### src/rtl/piano_pkg.sv
// Shared definitions for the FPGA piano blocks.
//   - note codes produced by the keyboard decoder (0 = no key held)
//   - note_led(): one-hot LED hint for a note code
//   - tutor_state_e: song tutor control states
package piano_pkg;

    localparam int unsigned NOTE_NONE = 0;
    localparam int unsigned NOTE_C4   = 1;
    localparam int unsigned NOTE_D    = 2;
    localparam int unsigned NOTE_E    = 3;
    localparam int unsigned NOTE_F    = 4;
    localparam int unsigned NOTE_G    = 5;
    localparam int unsigned NOTE_A    = 6;
    localparam int unsigned NOTE_B    = 7;
    localparam int unsigned NOTE_C5   = 8;

    typedef enum logic [1:0] {
        ST_IDLE,
        ST_PRESS,
        ST_RELEASE,
        ST_DONE
    } tutor_state_e;

    // Bit (code-1) set; zero for NOTE_NONE or a code beyond the LED bus.
    function automatic logic [31:0] note_led(input int unsigned code,
                                             input int unsigned led_w);
        logic [31:0] r;
        r = '0;
        if (code != NOTE_NONE && code <= led_w && code <= 32)
            r = 32'd1 << (code - 1);
        return r;
    endfunction

endpackage

### src/rtl/song_rom.sv
// Combinational melody ROM.
//   song  : song number
//   index : note position within the song
//   note  : note code at that position (NOTE_NONE past the end)
//   len   : number of notes in the song (1..MAX_LEN)
// Song 0 = Ode to Joy (15), song 1 = C major scale (8), others = single C4.
module song_rom
    import piano_pkg::*;
#(
    parameter int NOTE_W    = 4,
    parameter int MAX_LEN   = 32,
    parameter int NUM_SONGS = 4,
    parameter int SEL_W     = 2,
    parameter int IDX_W     = 6
) (
    input  logic [SEL_W-1:0] song,
    input  logic [IDX_W-1:0] index,
    output logic [NOTE_W-1:0] note,
    output logic [IDX_W-1:0]  len
);

    function automatic int unsigned ode_note(input int unsigned i);
        case (i)
            0, 1, 6, 11, 12: return NOTE_E;
            2, 5:            return NOTE_F;
            3, 4:            return NOTE_G;
            7, 10, 13, 14:   return NOTE_D;
            8, 9:            return NOTE_C4;
            default:         return NOTE_NONE;
        endcase
    endfunction

    int unsigned idx_i;
    int unsigned note_i;
    int unsigned len_i;

    always_comb begin
        idx_i  = 32'(index);
        note_i = NOTE_C4;
        len_i  = 1;
        if (NUM_SONGS > 0 && song == SEL_W'(0)) begin
            note_i = ode_note(idx_i);
            len_i  = 15;
        end else if (NUM_SONGS > 1 && song == SEL_W'(1)) begin
            note_i = NOTE_C4 + idx_i;
            len_i  = 8;
        end
        if (len_i > MAX_LEN)
            len_i = MAX_LEN;
        if (idx_i >= len_i)
            note_i = NOTE_NONE;
        note = NOTE_W'(note_i);
        len  = IDX_W'(len_i);
    end

endmodule

### src/rtl/song_tutor.sv
// Song tutor: walks the player through a stored melody note by note.
//   CLK, RESET : clock, asynchronous active-high reset
//   note       : key code from the piano decoder (0 = none)
//   start      : pulse, (re)start song song_sel
//   song_sel   : song number, sampled on start
//   Led        : hint of expected note, all ones when done
//   index      : notes completed
//   mistakes   : wrong presses since start (saturating)
//   busy       : waiting for a press or release
//   done       : one-cycle pulse on completion
//   stale      : player idle for TIMEOUT_CYC cycles on the current note
module song_tutor
    import piano_pkg::*;
#(
    parameter int NOTE_W      = 4,
    parameter int LED_W       = 8,
    parameter int MAX_LEN     = 32,
    parameter int NUM_SONGS   = 4,
    parameter int MISS_W      = 8,
    parameter int STRICT      = 0,
    parameter int AUTO_LOOP   = 0,
    parameter int TIMEOUT_CYC = 0,
    localparam int IDX_W      = $clog2(MAX_LEN + 1),
    localparam int SEL_W      = (NUM_SONGS > 1) ? $clog2(NUM_SONGS) : 1
) (
    input  logic              CLK,
    input  logic              RESET,
    input  logic [NOTE_W-1:0] note,
    input  logic              start,
    input  logic [SEL_W-1:0]  song_sel,
    output logic [LED_W-1:0]  Led,
    output logic [IDX_W-1:0]  index,
    output logic [MISS_W-1:0] mistakes,
    output logic              busy,
    output logic              done,
    output logic              stale
);

    localparam int CNT_W = (TIMEOUT_CYC < 1) ? 1 : $clog2(TIMEOUT_CYC + 1);
    localparam logic [CNT_W-1:0] CNT_MAX = CNT_W'(TIMEOUT_CYC);

    tutor_state_e      state_q, state_d;
    logic [SEL_W-1:0]  song_q, song_d;
    logic [IDX_W-1:0]  index_q, index_d;
    logic [MISS_W-1:0] mistakes_q, mistakes_d;
    logic              good_q, good_d;
    logic [CNT_W-1:0]  cnt_q, cnt_d;
    logic [NOTE_W-1:0] exp_q, exp_d;
    logic [IDX_W-1:0]  len_q, len_d;
    logic [LED_W-1:0]  led_q, led_d;
    logic              busy_q, busy_d;
    logic              done_q, done_d;
    logic              stale_q, stale_d;

    logic [NOTE_W-1:0] rom_note;
    logic [IDX_W-1:0]  rom_len;
    logic [IDX_W-1:0]  idx_inc;

    // The ROM is looked up at the next-state song/index so the LED hint
    // lands on the same edge as the state; the result is also registered
    // as the expected note/length used while in that state.
    song_rom #(
        .NOTE_W    (NOTE_W),
        .MAX_LEN   (MAX_LEN),
        .NUM_SONGS (NUM_SONGS),
        .SEL_W     (SEL_W),
        .IDX_W     (IDX_W)
    ) u_rom (
        .song  (song_d),
        .index (index_d),
        .note  (rom_note),
        .len   (rom_len)
    );

    assign idx_inc = index_q + IDX_W'(1);

    always_comb begin
        state_d    = state_q;
        song_d     = song_q;
        index_d    = index_q;
        mistakes_d = mistakes_q;
        good_d     = good_q;
        cnt_d      = cnt_q;
        done_d     = 1'b0;
        if (start) begin
            state_d    = ST_PRESS;
            song_d     = song_sel;
            index_d    = '0;
            mistakes_d = '0;
            good_d     = 1'b0;
            cnt_d      = '0;
        end else begin
            case (state_q)
                ST_IDLE: ;
                ST_PRESS: begin
                    if (note == '0) begin
                        if (cnt_q != CNT_MAX)
                            cnt_d = cnt_q + CNT_W'(1);
                    end else begin
                        cnt_d   = '0;
                        state_d = ST_RELEASE;
                        good_d  = (note == exp_q);
                        if (note != exp_q) begin
                            if (mistakes_q != '1)
                                mistakes_d = mistakes_q + MISS_W'(1);
                            if (STRICT != 0)
                                index_d = '0;
                        end
                    end
                end
                ST_RELEASE: begin
                    if (note == '0) begin
                        cnt_d   = '0;
                        state_d = ST_PRESS;
                        if (good_q) begin
                            index_d = idx_inc;
                            if (idx_inc == len_q) begin
                                state_d = ST_DONE;
                                done_d  = 1'b1;
                            end
                        end
                    end
                end
                ST_DONE: begin
                    if (AUTO_LOOP != 0) begin
                        state_d = ST_PRESS;
                        index_d = '0;
                        cnt_d   = '0;
                    end
                end
                default: state_d = ST_IDLE;
            endcase
        end
    end

    always_comb begin
        exp_d   = rom_note;
        len_d   = rom_len;
        busy_d  = (state_d == ST_PRESS) || (state_d == ST_RELEASE);
        stale_d = (TIMEOUT_CYC != 0) && (state_d == ST_PRESS) && (cnt_d >= CNT_MAX);
        case (state_d)
            ST_IDLE: led_d = '0;
            ST_DONE: led_d = '1;
            default: led_d = LED_W'(note_led(32'(rom_note), LED_W));
        endcase
    end

    always_ff @(posedge CLK or posedge RESET) begin
        if (RESET) begin
            state_q    <= ST_IDLE;
            song_q     <= '0;
            index_q    <= '0;
            mistakes_q <= '0;
            good_q     <= 1'b0;
            cnt_q      <= '0;
            exp_q      <= '0;
            len_q      <= '0;
            led_q      <= '0;
            busy_q     <= 1'b0;
            done_q     <= 1'b0;
            stale_q    <= 1'b0;
        end else begin
            state_q    <= state_d;
            song_q     <= song_d;
            index_q    <= index_d;
            mistakes_q <= mistakes_d;
            good_q     <= good_d;
            cnt_q      <= cnt_d;
            exp_q      <= exp_d;
            len_q      <= len_d;
            led_q      <= led_d;
            busy_q     <= busy_d;
            done_q     <= done_d;
            stale_q    <= stale_d;
        end
    end

    assign Led      = led_q;
    assign index    = index_q;
    assign mistakes = mistakes_q;
    assign busy     = busy_q;
    assign done     = done_q;
    assign stale    = stale_q;

endmodule
### config.mk
export PLATFORM = sky130hd
export DESIGN_NAME = song_tutor
export DESIGN_NICKNAME = d
export VERILOG_FILES = /design/src/rtl/piano_pkg.sv /design/src/rtl/song_rom.sv /design/src/rtl/song_tutor.sv
export SDC_FILE = /design/constraint.sdc
export NUM_CORES = 1
export LEC_CHECK = 0
export BUFFER_PORTS_ARGS = -buffer_cell sky130_fd_sc_hd__buf_2
export CAP_MARGIN = 40
export CORE_UTILIZATION = 57
export CTS_CLUSTER_SIZE = 14
export DETAILED_ROUTE_END_ITERATION = 8
export GPL_ROUTABILITY_DRIVEN = 1
export PLACE_DENSITY = 0.8
export SYNTH_ARGS = -nofsm -noshare
export SYNTH_HDL_FRONTEND = slang
export SYNTH_SLANG_ARGS = --single-unit
### constraint.sdc
create_clock -name CLK -period 5.6 [get_ports CLK]
set_input_delay 0.84 -clock CLK [delete_from_list [all_inputs] [get_ports CLK]]
set_output_delay 0.84 -clock CLK [all_outputs]
set_load 0.05 [all_outputs]
After elaboration in Yosys (flattened, before gate mapping). Memory sizes are Yosys's and may differ from the RTL's. Index checks and enable logic that the tools add are counted.

Memories kept: 1. Register bits after elaboration: 39. Word-level logic and storage cells: 75. Input bits: 9. Memory bits (read-only): 48.

Shift operators: 1. Equality and inequality tests: 11. Order comparisons: 3. Reduce and logical (&&, ||, !) cells: 12. Add/subtract/negate cells: 4. Multiplexer cells: 33.

Memory list: (no name shown) (words 16, width 3, rd ports 1, clocked after Yosys merged registers in 0, wr ports 0, line song_rom.sv:23) `case (i)`.

Operators with widths (number): 32-bit 2-to-1 mux (2); 8-bit 2-to-1 mux (6); 6-bit by 32-bit greater-or-equal comparator with 1-bit output (1); 32-bit by 6-bit > comparator with 1-bit output, second input constant (1); 1-bit by 32-bit << shifter with 8-bit output, first input constant (1); 6-bit 2-to-1 mux (4); 4-bit 2-to-1 mux (5); 8-bit one-hot mux with 2 select lines (1); 2-bit 2-to-1 mux (6); 8-bit by 1-bit adder with 8-bit output, second input constant (1); 1-bit 2-to-1 mux (8); 8-bit != test, second input constant (1); 6-bit by 1-bit adder with 6-bit output, second input constant (1); 2-bit by 1-bit == test with 1-bit output, second input constant (3); 2-bit == test, second input constant (3); 6-bit == test (1); 2-bit zero test (3); 2-bit nonzero test (3); 4-bit by 1-bit subtractor with 5-bit output, second input constant (1); 1-bit by 4-bit adder with 4-bit output, first input constant (1); 4-bit == test (1); 4-bit <= comparator, second input constant (1); 4-bit zero test (1); 4-bit != test (1); 7 further kinds (7).

Longest topological paths before layout. Gate-level depths: netlist of run 1.

Depth in word-level cells: 13. Mapped depth: 19. Gate-level depth less buffers: 19.

Cells and area by module. Synthesis of run 1 repeated with hierarchy kept, for this count alone.

Cells, all modules: 223. Area total of the unflattened synthesis: 2244.7 um2.

By module, submodules not included: song_tutor (cells each 178, area each 1920.6 um2, seq. area each 975.9 um2, times used 1); song_rom (cells each 45, area each 324.1 um2, seq. area each 0.0 um2, times used 1).

Worst setup path before layout of run 1. No wires, ideal clock.

Path type: input-to-reg. Start point: in note[1]. End point: reg led_q[2] (netlist: Led[2]). Arrival time: 4547 ps. Stages on the path: 16. Required time: 5523 ps. Library setup time: 77 ps. Setup slack: 976 ps. Path buffers: 1. Path through: or4_4 buf_6 or3_4 a21oi_2 inv_1 ha_1 nand2b_1 a21oi_1 o211ai_1 a31oi_1 nand2_1 or3_1 ha_1 nor4b_2 nand2_1 o21ai_1.

Cells in the longest elaborated chain, start to end: 12. Elaborated cells on any way between the ends: 25. Those cells by class: add/sub: 2; order compare: 2; eq/ne: 1; shift: 1; mux: 13; reduce/logical: 5; memory: 1.

RTL lines: start: declaration (line song_tutor.sv:28) `input logic [NOTE_W-1:0] note,`; 4-bit zero test * (line song_tutor.sv:112) `if (note == '0) begin`; 6-bit 2-to-1 mux * (line song_tutor.sv:112); 6-bit 2-to-1 mux * (line song_tutor.sv:93) `case (state_q)`; 6-bit 2-to-1 mux * (line song_tutor.sv:85) `if (start) begin`; named net index_d[0] (line song_tutor.sv:44) `logic [IDX_W-1:0] index_q, index_d;`; parallel branches: the longest is 3 deep, another holds 6-bit by 32-bit greater-or-equal comparator with 1-bit output; 4-bit 2-to-1 mux * (line song_rom.sv:50) `if (idx_i >= len_i)`; 4-bit by 1-bit subtractor with 5-bit output (tied with other cells) (line piano_pkg.sv:30) `r = 32'd1 << (code - 1);`; 1-bit by 32-bit << shifter with 8-bit output or 1-bit logical AND (tied branches) (line piano_pkg.sv:30, piano_pkg.sv:29); 8-bit 2-to-1 mux * (line piano_pkg.sv:29) `if (code != NOTE_NONE && code <= led_w && code <= 32)`; 8-bit one-hot mux with 2 select lines * (line song_tutor.sv:141) `case (state_d)`; named net led_d[2] (line song_tutor.sv:50) `logic [LED_W-1:0] led_q, led_d;`; end signal: assignment (line song_tutor.sv:171) `led_q <= led_d;`; end: declaration (line song_tutor.sv:50).

Mark *: on every way through the listed nets, which the timed path passes. A chain may end at the register's enable or synchronous reset.

Worst setup path after layout of run 1. Same ends and word-level chain as after synthesis.

==> results of run 1 <==
synthesized netlist by cell type, drive strengths merged:
| cell | n |
|---|---|
| a211o | 1 |
| a41oi | 1 |
| mux2i | 3 |
| nand2b | 3 |
| a21boi | 1 |
| a31o | 3 |
| o21ai | 20 |
| or3 | 7 |
| nor4 | 2 |
| nand4 | 5 |
| xor2 | 11 |
| o31a | 1 |
| o211ai | 4 |
| nor3 | 7 |
| and3 | 4 |
| xnor2 | 8 |
| inv | 18 |
| buf | 3 |
| a211oi | 3 |
| a31oi | 4 |
| or4 | 3 |
| o22ai | 2 |
| a21oi | 19 |
| nor3b | 2 |
| a2bb2oi | 1 |
| clkbuf | 3 |
| nand2 | 18 |
| mux2 | 1 |
| a222oi | 1 |
| nand3 | 9 |
| nor2b | 3 |
| or2 | 1 |
| conb | 1 |
| a2111o | 1 |
| and4b | 3 |
| nor4b | 1 |
| nor2 | 14 |
| dfrtp | 36 |
| ha | 13 |
| and2 | 1 |
registers in the layout, summed over array words and instances, names as in the netlist:
| signal | count |
|---|---|
| good_q | 1 |
| done | 1 |
| state_q | 2 |
| len_q | 3 |
| busy | 1 |
| mistakes | 8 |
| Led | 8 |
| index | 6 |
| exp_q | 4 |
| song_q | 2 |
metal layers:
metal | up-vias | part of all wire [%] | track usage, %
li1 | 936 | - | -
met1 | 953 | 45 | 32.2
met2 | 73 | 48 | 41.0
met3 | 4 | 5.6 | 5.21
met4 | 0 | 1.3 | 10.9
met5 | - | 0 | 0
cell families after synthesis:
| logic type | count (synthesis) | synth area share [%] |
|---|---|---|
| compound gates | 62 | 19.0 |
| xor+xnor | 19 | 7.31 |
| fa+ha+maj | 13 | 7.14 |
| buf+inv | 24 | 4.45 |
| flops | 36 | 39.6 |
| mux | 4 | 1.81 |
| other cells | 1 | 0.165 |
| simple gates | 83 | 20.6 |
metrics by stage:
stage               worst slack, ns  total power [uW]
floorplan                     0.976               625
global placement              0.647               697
detailed placement            0.518               708
CTS                           0.787               905
global route                  0.403               954
finish                        0.716               904
final timing paths:
check	from	end	slack, ns	cells after the start
max in group asynchronous	RESET	index[2]	4.63	3
min in group asynchronous	RESET	mistakes[1]	0.65	3
max	note[1]	Led[2]	0.72	16
max reg2reg	state_q[0]	Led[2]	0.96	17
min	song_q[1]	len_q[3]	0.57	1
min reg2reg	song_q[1]	len_q[3]	0.57	1
layout make-up:
class / count / area [sq um] / area share (%)
tap: 48 / 60.1 / 2.33
timing repair buffer: 34 / 175 / 6.81
inverter: 18 / 67.6 / 2.63
sequential: 36 / 901 / 35.0
multi-input combinational: 182 / 1270 / 49.6
clock buffer: 7 / 86.3 / 3.36
clock inverter: 1 / 7.51 / 0.292
power by group through the flow:
stage	Clock [uW]	Sequential, uW	Combinational (uW)
6_report	192	331	381
5_1_grt	210	335	409
4_1_cts	196	331	379
3_5_place_dp	0	335	373
3_3_place_gp	0	333	364
2_1_floorplan	0	445	180
==> reports/metrics.yaml, run 1 <==
status:
  status: "finished clean"
sta:
  fin_skew_ns: 0.00467
  max_clock_freq_ghz: 0.205
  final_hold_viol_count: 0
  rsz0062_at_grt: "false"
  tightestPinTransition_ns: 0.715
  fin_setup_tns_ns: 0
  layout_min_cycle_time_ns: 4.88
  final_max_slew_viol_count: 0
  whs_ns: 0.575
  relSlewSlack_pct: 51.9
  report.final.setup_viol: 0
  fin_crit_sh_pct: 87.2
cts:
  cts_max_path_buffers: 2
  clkSinkCount: 36
  clock_tree.root_cell: "clkbuf_8"
  path_clk_slew_ns: 0.07
  hold_buffers: 0
  cts_resized: 0
  numCtsBuffers: 5
  cts_tree: "done"
  htreeDepth: 2
  cts_setup_buffers: 0
  clk_latency_ns: 0.29
synth:
  synth_seq_cells: 36
  synth_top_area_share_pct: 39.6
  yosys_warnings: 0
  synthesis.area_sq_um: 2280
  syn_inst: 242
  synth_fp_nets: 264
  post_synth_num_cell_types: 51
  synthTopCellsByArea: "dfrtp_1 40%, ha_1 7.1%, xor2_1 4.2%"
  yosysSeqAreaShare_pct: 39.6
  synth_top_area_cell: "dfrtp_1"
  syn-mean-instance-area_sq_um: 9.41
detailed_routing:
  viasPerCell: 6.03
  drt_wl_total_mm: 4.95
  antenna_left: 0
  wl_per_cell_microns: 15.2
  drtIter0Drc: 193
  route.vias.total: 1966
  dr.pass1.iters: 5
  drcViolationCount: 0
pwr:
  pwr-share-clk_pct: 21.3
  cellPowerDensity_nw_per_um2: 351
  p_seq_share_pct: 36.6
  cellLeakagePower_uw: 0.00122
  switching_share_pct: 43.0
  p_sw_uw: 389
  p_int_uw: 515
  p_comb_share_pct: 42.1
  peakVddDrop_uv: 218
finish:
  nNetsFinal: 299
  nFillCells: 314
  final_cell_mix: "36 x dfrtp_1, 32 x buf_2, 18 x nand2_1"
  drive_above_1_share_pct: 21.6
  final_util_pct: 68.7
  n_antenna_cell: 0
  synthToLayoutAreaGrowth_pct: 13.0
  fin_cells: 326
  layout_commonest_cell: "dfrtp_1"
  design_area_sq_um: 2570
placed_design:
  place_inst: 318
  place_area_sq_um: 2480
  hpwl_mm: 3.54
  io_buffers: 32
  gp_congestion: 0.867
grt:
  grt_pass1_vias: 1787
  antenna_found_initial: 0
  grt_start_max_net_pins: 37
  grt_usage_pct: 25.2
  grt_overflow_total: 0
  grt_first_pass_wirelength_mm: 8.09
critical_path:
  endpoint_kind: "register"
  path_cells: "buf_2, or4_4, or3_4, a21oi_2, inv_1, ha_1, nand2b_1, a21oi_1, o211ai_1, a31oi_1, nand2_1, or3_1, ha_1, nor4b_2, nand2_1, o21ai_1"
  crit_required_ns: 5.81
  cp_top_family: "simple AND/OR/NAND/NOR gates"
  criticalPathCategory: "input pin to register"
  path_max_fanout: 14
  crit_arrival_ns: 5.09
  cp_slowest_cell: "or4_4"
  path_buf_inv: 2
  slowest_delay_ns: 0.64
  start_kind: "input pin"
floorplanning:
  die_h_microns: 65.2
  die_w_microns: 65.2
  ios: 34
  die-area_sq_um: 4250
  rows: 22
  initial_core_util_pct: 60.8
  coreArea_sq_um: 3740
worst_hold_path:
  hold_class: "register to register"
run:
  drv_cap: 0
(Power assumes the default switching activity.)
==> run 2: changes to the inputs <==
clock period = 4.5 ns   (was 5.6 ns; I/O delays follow)
==> run 2 against run 1 <==
  * Sequential share of layout area is 1.2 points lower
  * Power is 29% higher
  * Worst setup slack worse by 0.47 ns
  * Combinational power is 24% higher
  * Count of clock-buffer cells in the layout is 1 lower
  * First-iteration DRC count is 17% lower
  * Final cell count is 3.1% higher
  * Flip-flop and latch count stayed put
==> reports/metrics.yaml, run 2 (synthesis gave the netlist of run 1 again) <==
cts:
  cts_resized: 0
  numCtsBuffers: 5
  clkSinkCount: 36
  clock_tree.root_cell: "clkbuf_8"
  clk_latency_ns: 0.29
  path_clk_slew_ns: 0.07
  htreeDepth: 2
  cts_setup_buffers: 0
  cts_tree: "done"
  cts_max_path_buffers: 2
  hold_buffers: 0
finish:
  layout_commonest_cell: "dfrtp_1"
  nNetsFinal: 309
  multi_input_area_sq_um: 1280
  synthToLayoutAreaGrowth_pct: 17.1
  final_cell_mix: "36 x dfrtp_1, 32 x buf_2, 18 x nand2_1"
  regArea_sq_um: 901
  nFillCells: 293
  drive_above_1_share_pct: 24.7
  design_area_sq_um: 2670
  n_antenna_cell: 0
worst_hold_path:
  hold_class: "input pin to async pin"
critical_path:
  crit_required_ns: 4.71
  worst-path-stages: 17
  path_max_fanout: 13
  crit_end: "Led[6]"
  r2r_slack_ns: 0.28
  path_cells: "buf_2, or4_4, buf_4, o21ai_0, a21oi_2, inv_1, ha_1, nand2b_1, a21oi_1, o211ai_1, a31oi_1, nand2_1, or3_1, ha_1, nor4b_2, nand2_1, o21ai_1"
  endpoint_kind: "register"
  r2r_cells: 17
  r2r_end: "Led[6]"
  cp_top_family: "simple AND/OR/NAND/NOR gates"
  cp-startpoint: "note[1]"
  r2r-start: "state_q[0]"
  path_buf_inv: 3
  slowest_delay_ns: 0.54
  criticalPathCategory: "input pin to register"
  crit_arrival_ns: 4.47
  start_kind: "input pin"
  cp_slowest_cell: "or4_4"
placed_design:
  pre_cts_slack_ns: 0.0376
  io_buffers: 32
  gp_congestion: 0.943
  place_area_sq_um: 2550
  hpwl_mm: 3.63
grt:
  grt_first_pass_wirelength_mm: 8.58
  grt_pass1_vias: 1903
  grt_usage_pct: 26.8
  antenna_found_initial: 0
  grt_overflow_total: 0
  grt_start_max_net_pins: 37
floorplanning:
  die_w_microns: 65.2
  ios: 34
  die_h_microns: 65.2
  coreArea_sq_um: 3740
  die-area_sq_um: 4250
  initial_core_util_pct: 60.8
  rows: 22
sta:
  relSlewSlack_pct: 56.9
  layout_min_cycle_time_ns: 4.26
  whs_ns: 0.469
  final.setup.worst_slack_ns: 0.243
  tightestPinTransition_ns: 0.641
  report.final.setup_viol: 0
  final_max_slew_viol_count: 0
  fin_crit_sh_pct: 94.6
  max_clock_freq_ghz: 0.235
  final_hold_viol_count: 0
  fin_skew_ns: 0.00523
run:
  drv_cap: 0
status:
  status: "finished clean"
detailed_routing:
  drtIter0Drc: 160
  dr.pass1.iters: 4
  route.vias.total: 1953
  viasPerCell: 5.81
  drcViolationCount: 0
  drt_wl_total_mm: 5.02
  wl_per_cell_microns: 14.9
  antenna_left: 0
pwr:
  cellLeakagePower_uw: 0.00128
  peakVddDrop_uv: 368
  cellPowerDensity_nw_per_um2: 436
run 2: final cells by class:
| class | count | area share (%) |
|---|---|---|
| inverters | 18 | 2.53 |
| flip-flops and latches | 36 | 33.8 |
| repair buffers | 44 | 9.39 |
| clock inverters | 2 | 1.31 |
| well taps | 48 | 2.25 |
| multi-input cells | 182 | 48.0 |
| clock buffers | 6 | 2.72 |
run 2: worst register-to-register path, cell delays in order, from the launching register on:
cell and delay [ns]:
dfrtp_1 0.38, inv_1 0.09, ha_1 0.30, nand2_1 0.26, or3_4 0.42, a21oi_2 0.16, inv_1 0.08, ha_1 0.29
nand2b_1 0.14, a21oi_1 0.18, o211ai_1 0.11, a31oi_1 0.22, nand2_1 0.09, or3_1 0.38, ha_1 0.34, nor4b_2 0.44
nand2_1 0.10, o21ai_1 0.14
run 2: worst min path at each step:
stage                           start           to  slack [ns]
final                           RESET  mistakes[0]        0.47
after global routing            RESET  mistakes[0]        0.53
after CTS                       RESET  mistakes[0]        0.47
after detailed placement  mistakes[6]  mistakes[6]        0.57
after global placement    mistakes[6]  mistakes[6]        0.55
after floorplan             song_q[1]     len_q[3]        0.48
run 2: layer usage:
metal | share of wire (%) | global-route usage, % | vias up | routed length, microns
met2 | 49 | 42.4 | 54 | 2450
li1 | - | - | 955 | -
met3 | 5.7 | 5.56 | 8 | 286
met5 | 0 | 0 | - | 0
met1 | 44 | 34.7 | 936 | 2180
met4 | 1.9 | 13.3 | 0 | 97
run 2: power breakdown:
| group | internal [uW] | switching [uW] | total (uW) |
|---|---|---|---|
| clock | 164 | 117 | 281 |
| combinational | 141 | 331 | 472 |
| sequential | 381 | 28.8 | 409 |
run 2: stage by stage:
| step | util (%) | total power [uW] | setup TNS (ns) | std cells |
|---|---|---|---|---|
| 6_report | 71.2 | 1160 | 0 | 336 |
| 5_1_grt | 71.2 | 1230 | -0.00910 | 336 |
| 4_1_cts | 71.1 | 1170 | 0 | 336 |
| 3_5_place_dp | 68.2 | 883 | 0 | 328 |
| 3_3_place_gp | 68.2 | 870 | 0 | 328 |
| 2_1_floorplan | - | 778 | 0 | 242 |
==> run 3: changes to the inputs <==
CELL_PAD_IN_SITES_DETAIL_PLACEMENT = 1   (was unset)
CELL_PAD_IN_SITES_GLOBAL_PLACEMENT = 1   (was unset)
CORE_UTILIZATION = 47   (was 57)
PLACE_DENSITY = 0.94   (was 0.8)
clock period = 4.9 ns   (was 4.5 ns; I/O delays follow)
==> run 3 against run 2 <==
  * Core utilization is 13 points lower
  * Register-to-register slack got worse by 0.02 ns
  * Power down 4.0%
  * Global-route usage rose by 1.5 points
  * Clock skew rose by 0.0028 ns
  * Via count up 6.6%
  * First-iteration DRC count shrank 8.1%
  * Flip-flop and latch count did not move
  * Worst setup slack got worse by 0.0052 ns
  * Sequential share of layout area up 0.38 points
  * Highest routed layer unchanged
==> reports/metrics.yaml, run 3 (synthesis gave the netlist of run 1 again) <==
floorplanning:
  die-area_sq_um: 5130
  rows: 24
  die_w_microns: 71.6
  coreArea_sq_um: 4500
  initial_core_util_pct: 50.6
  die_h_microns: 71.6
  ios: 34
finish:
  nNetsFinal: 305
  design_area_sq_um: 2640
  layout_commonest_cell: "dfrtp_1"
  fin_cells: 336
  synthToLayoutAreaGrowth_pct: 15.8
  nFillCells: 526
  n_antenna_cell: 0
  drive_above_1_share_pct: 23.2
  final_util_pct: 58.5
  final_cell_mix: "36 x dfrtp_1, 32 x buf_2, 18 x nand2_1"
pwr:
  p_int_uw: 632
  switching_share_pct: 43.4
  peakVddDrop_uv: 322
  cellPowerDensity_nw_per_um2: 423
  cellLeakagePower_uw: 0.00125
  p_comb_share_pct: 41.6
  p_sw_uw: 485
  p_seq_share_pct: 34.1
  pwr-share-clk_pct: 24.3
grt:
  grt_first_pass_wirelength_mm: 11.1
  grt_usage_pct: 28.3
  antenna_found_initial: 0
  grt_pass1_vias: 2224
  grt_overflow_total: 0
  grt_start_max_net_pins: 37
cts:
  clkSinkCount: 36
  cts_tree: "done"
  path_clk_slew_ns: 0.08
  cts_resized: 0
  numCtsBuffers: 5
  cts_max_path_buffers: 2
  cts_setup_buffers: 0
  htreeDepth: 2
  hold_buffers: 0
  clock_tree.root_cell: "clkbuf_8"
  clk_latency_ns: 0.30
sta:
  tightestPinTransition_ns: 0.728
  fin_crit_sh_pct: 95.1
  report.final.setup_viol: 0
  final_hold_viol_count: 0
  final_max_slew_viol_count: 0
  fin_skew_ns: 0.00804
  relSlewSlack_pct: 51.5
  max_clock_freq_ghz: 0.215
  layout_min_cycle_time_ns: 4.66
  rsz0062_at_grt: "true"
critical_path:
  start_kind: "input pin"
  crit_arrival_ns: 4.89
  criticalPathCategory: "input pin to register"
  crit_required_ns: 5.13
  endpoint_kind: "register"
  cp_slowest_cell: "or4_4"
  path_max_fanout: 5
  path_cells: "buf_2, or4_4, or3_4, a21oi_2, inv_1, ha_1, nand2b_1, a21oi_1, o211ai_1, a31oi_1, nand2_1, or3_1, ha_1, nor4b_2, nand2_1, o21ai_1"
  slowest_delay_ns: 0.54
  path_buf_inv: 2
  cp_top_family: "simple AND/OR/NAND/NOR gates"
placed_design:
  io_buffers: 32
  place_inst: 328
  gp_congestion: 0.799
  hpwl_mm: 4.71
  place_area_sq_um: 2530
detailed_routing:
  route.vias.total: 2082
  viasPerCell: 6.20
  antenna_left: 0
  drt_wl_total_mm: 6.70
  dr.pass1.iters: 5
  drtIter0Drc: 147
  wl_per_cell_microns: 19.9
  drcViolationCount: 0
run:
  drv_cap: 0
worst_hold_path:
  hold_class: "input pin to async pin"
status:
  status: "finished clean"
[run 3: stage by stage]
| step | setup WS [ns] | power, uW | setup TNS [ns] | hold slack [ns] |
|---|---|---|---|---|
| 6_report | 0.238 | 1120 | 0 | 0.556 |
| 5_1_grt | -0.0201 | 1160 | -0.0400 | 0.597 |
| 4_1_cts | 0.296 | 1120 | 0 | 0.571 |
| 3_5_place_dp | 0.0429 | 829 | 0 | 0.564 |
| 3_3_place_gp | 0.363 | 805 | 0 | 0.549 |
| 2_1_floorplan | 0.381 | 714 | 0 | 0.481 |
[run 3: cell type report]
class                           count  area, sq um  share of cell area [%]
Multi-Input combinational cell    182         1270                    48.4
Inverter                           18         67.6                    2.56
Clock inverter                      2         35.0                    1.33
Timing Repair Buffer               40          220                    8.35
Clock buffer                        6         72.6                    2.75
Sequential cell                    36          901                    34.2
Tap cell                           52         65.1                    2.47
[run 3: path summary, 6_finish.rpt]
path                       depth (start not counted)  slack [ns]         from           to
max reg2reg                                       17        0.26   state_q[0]       Led[6]
max                                               16        0.24      note[1]       Led[6]
min in group CLK                                   2        0.58  mistakes[6]  mistakes[6]
min                                                3        0.56        RESET  mistakes[0]
max in group asynchronous                          3        4.00        RESET    song_q[0]
min reg2reg                                        2        0.58  mistakes[6]  mistakes[6]
[run 3: power by group through the flow]
stage,Combinational (uW),Clock [uW],Sequential (uW)
after CTS,463,272,380
after floorplan,206,0,509
final,465,271,380
after global routing,496,282,385
after global placement,424,0,381
after detailed placement,446,0,383
[run 3: layer usage]
metal  vias up  track usage, %  share of wire, %
met5         -               0                 0
met3        25            5.20               4.1
met2        57            50.5                53
li1        948               -                 -
met4         0            12.6               3.4
met1      1052            33.0                40
[run 3: worst reg2reg max path, stage by stage (launching register included)]
cell	delay, ns
dfrtp_1	0.39
inv_1	0.11
ha_1	0.31
nand2_1	0.25
or3_4	0.42
a21oi_2	0.28
inv_1	0.11
ha_1	0.30
nand2b_1	0.14
a21oi_1	0.21
o211ai_1	0.11
a31oi_1	0.29
nand2_1	0.13
or3_1	0.38
ha_1	0.36
nor4b_2	0.52
nand2_1	0.11
o21ai_1	0.14
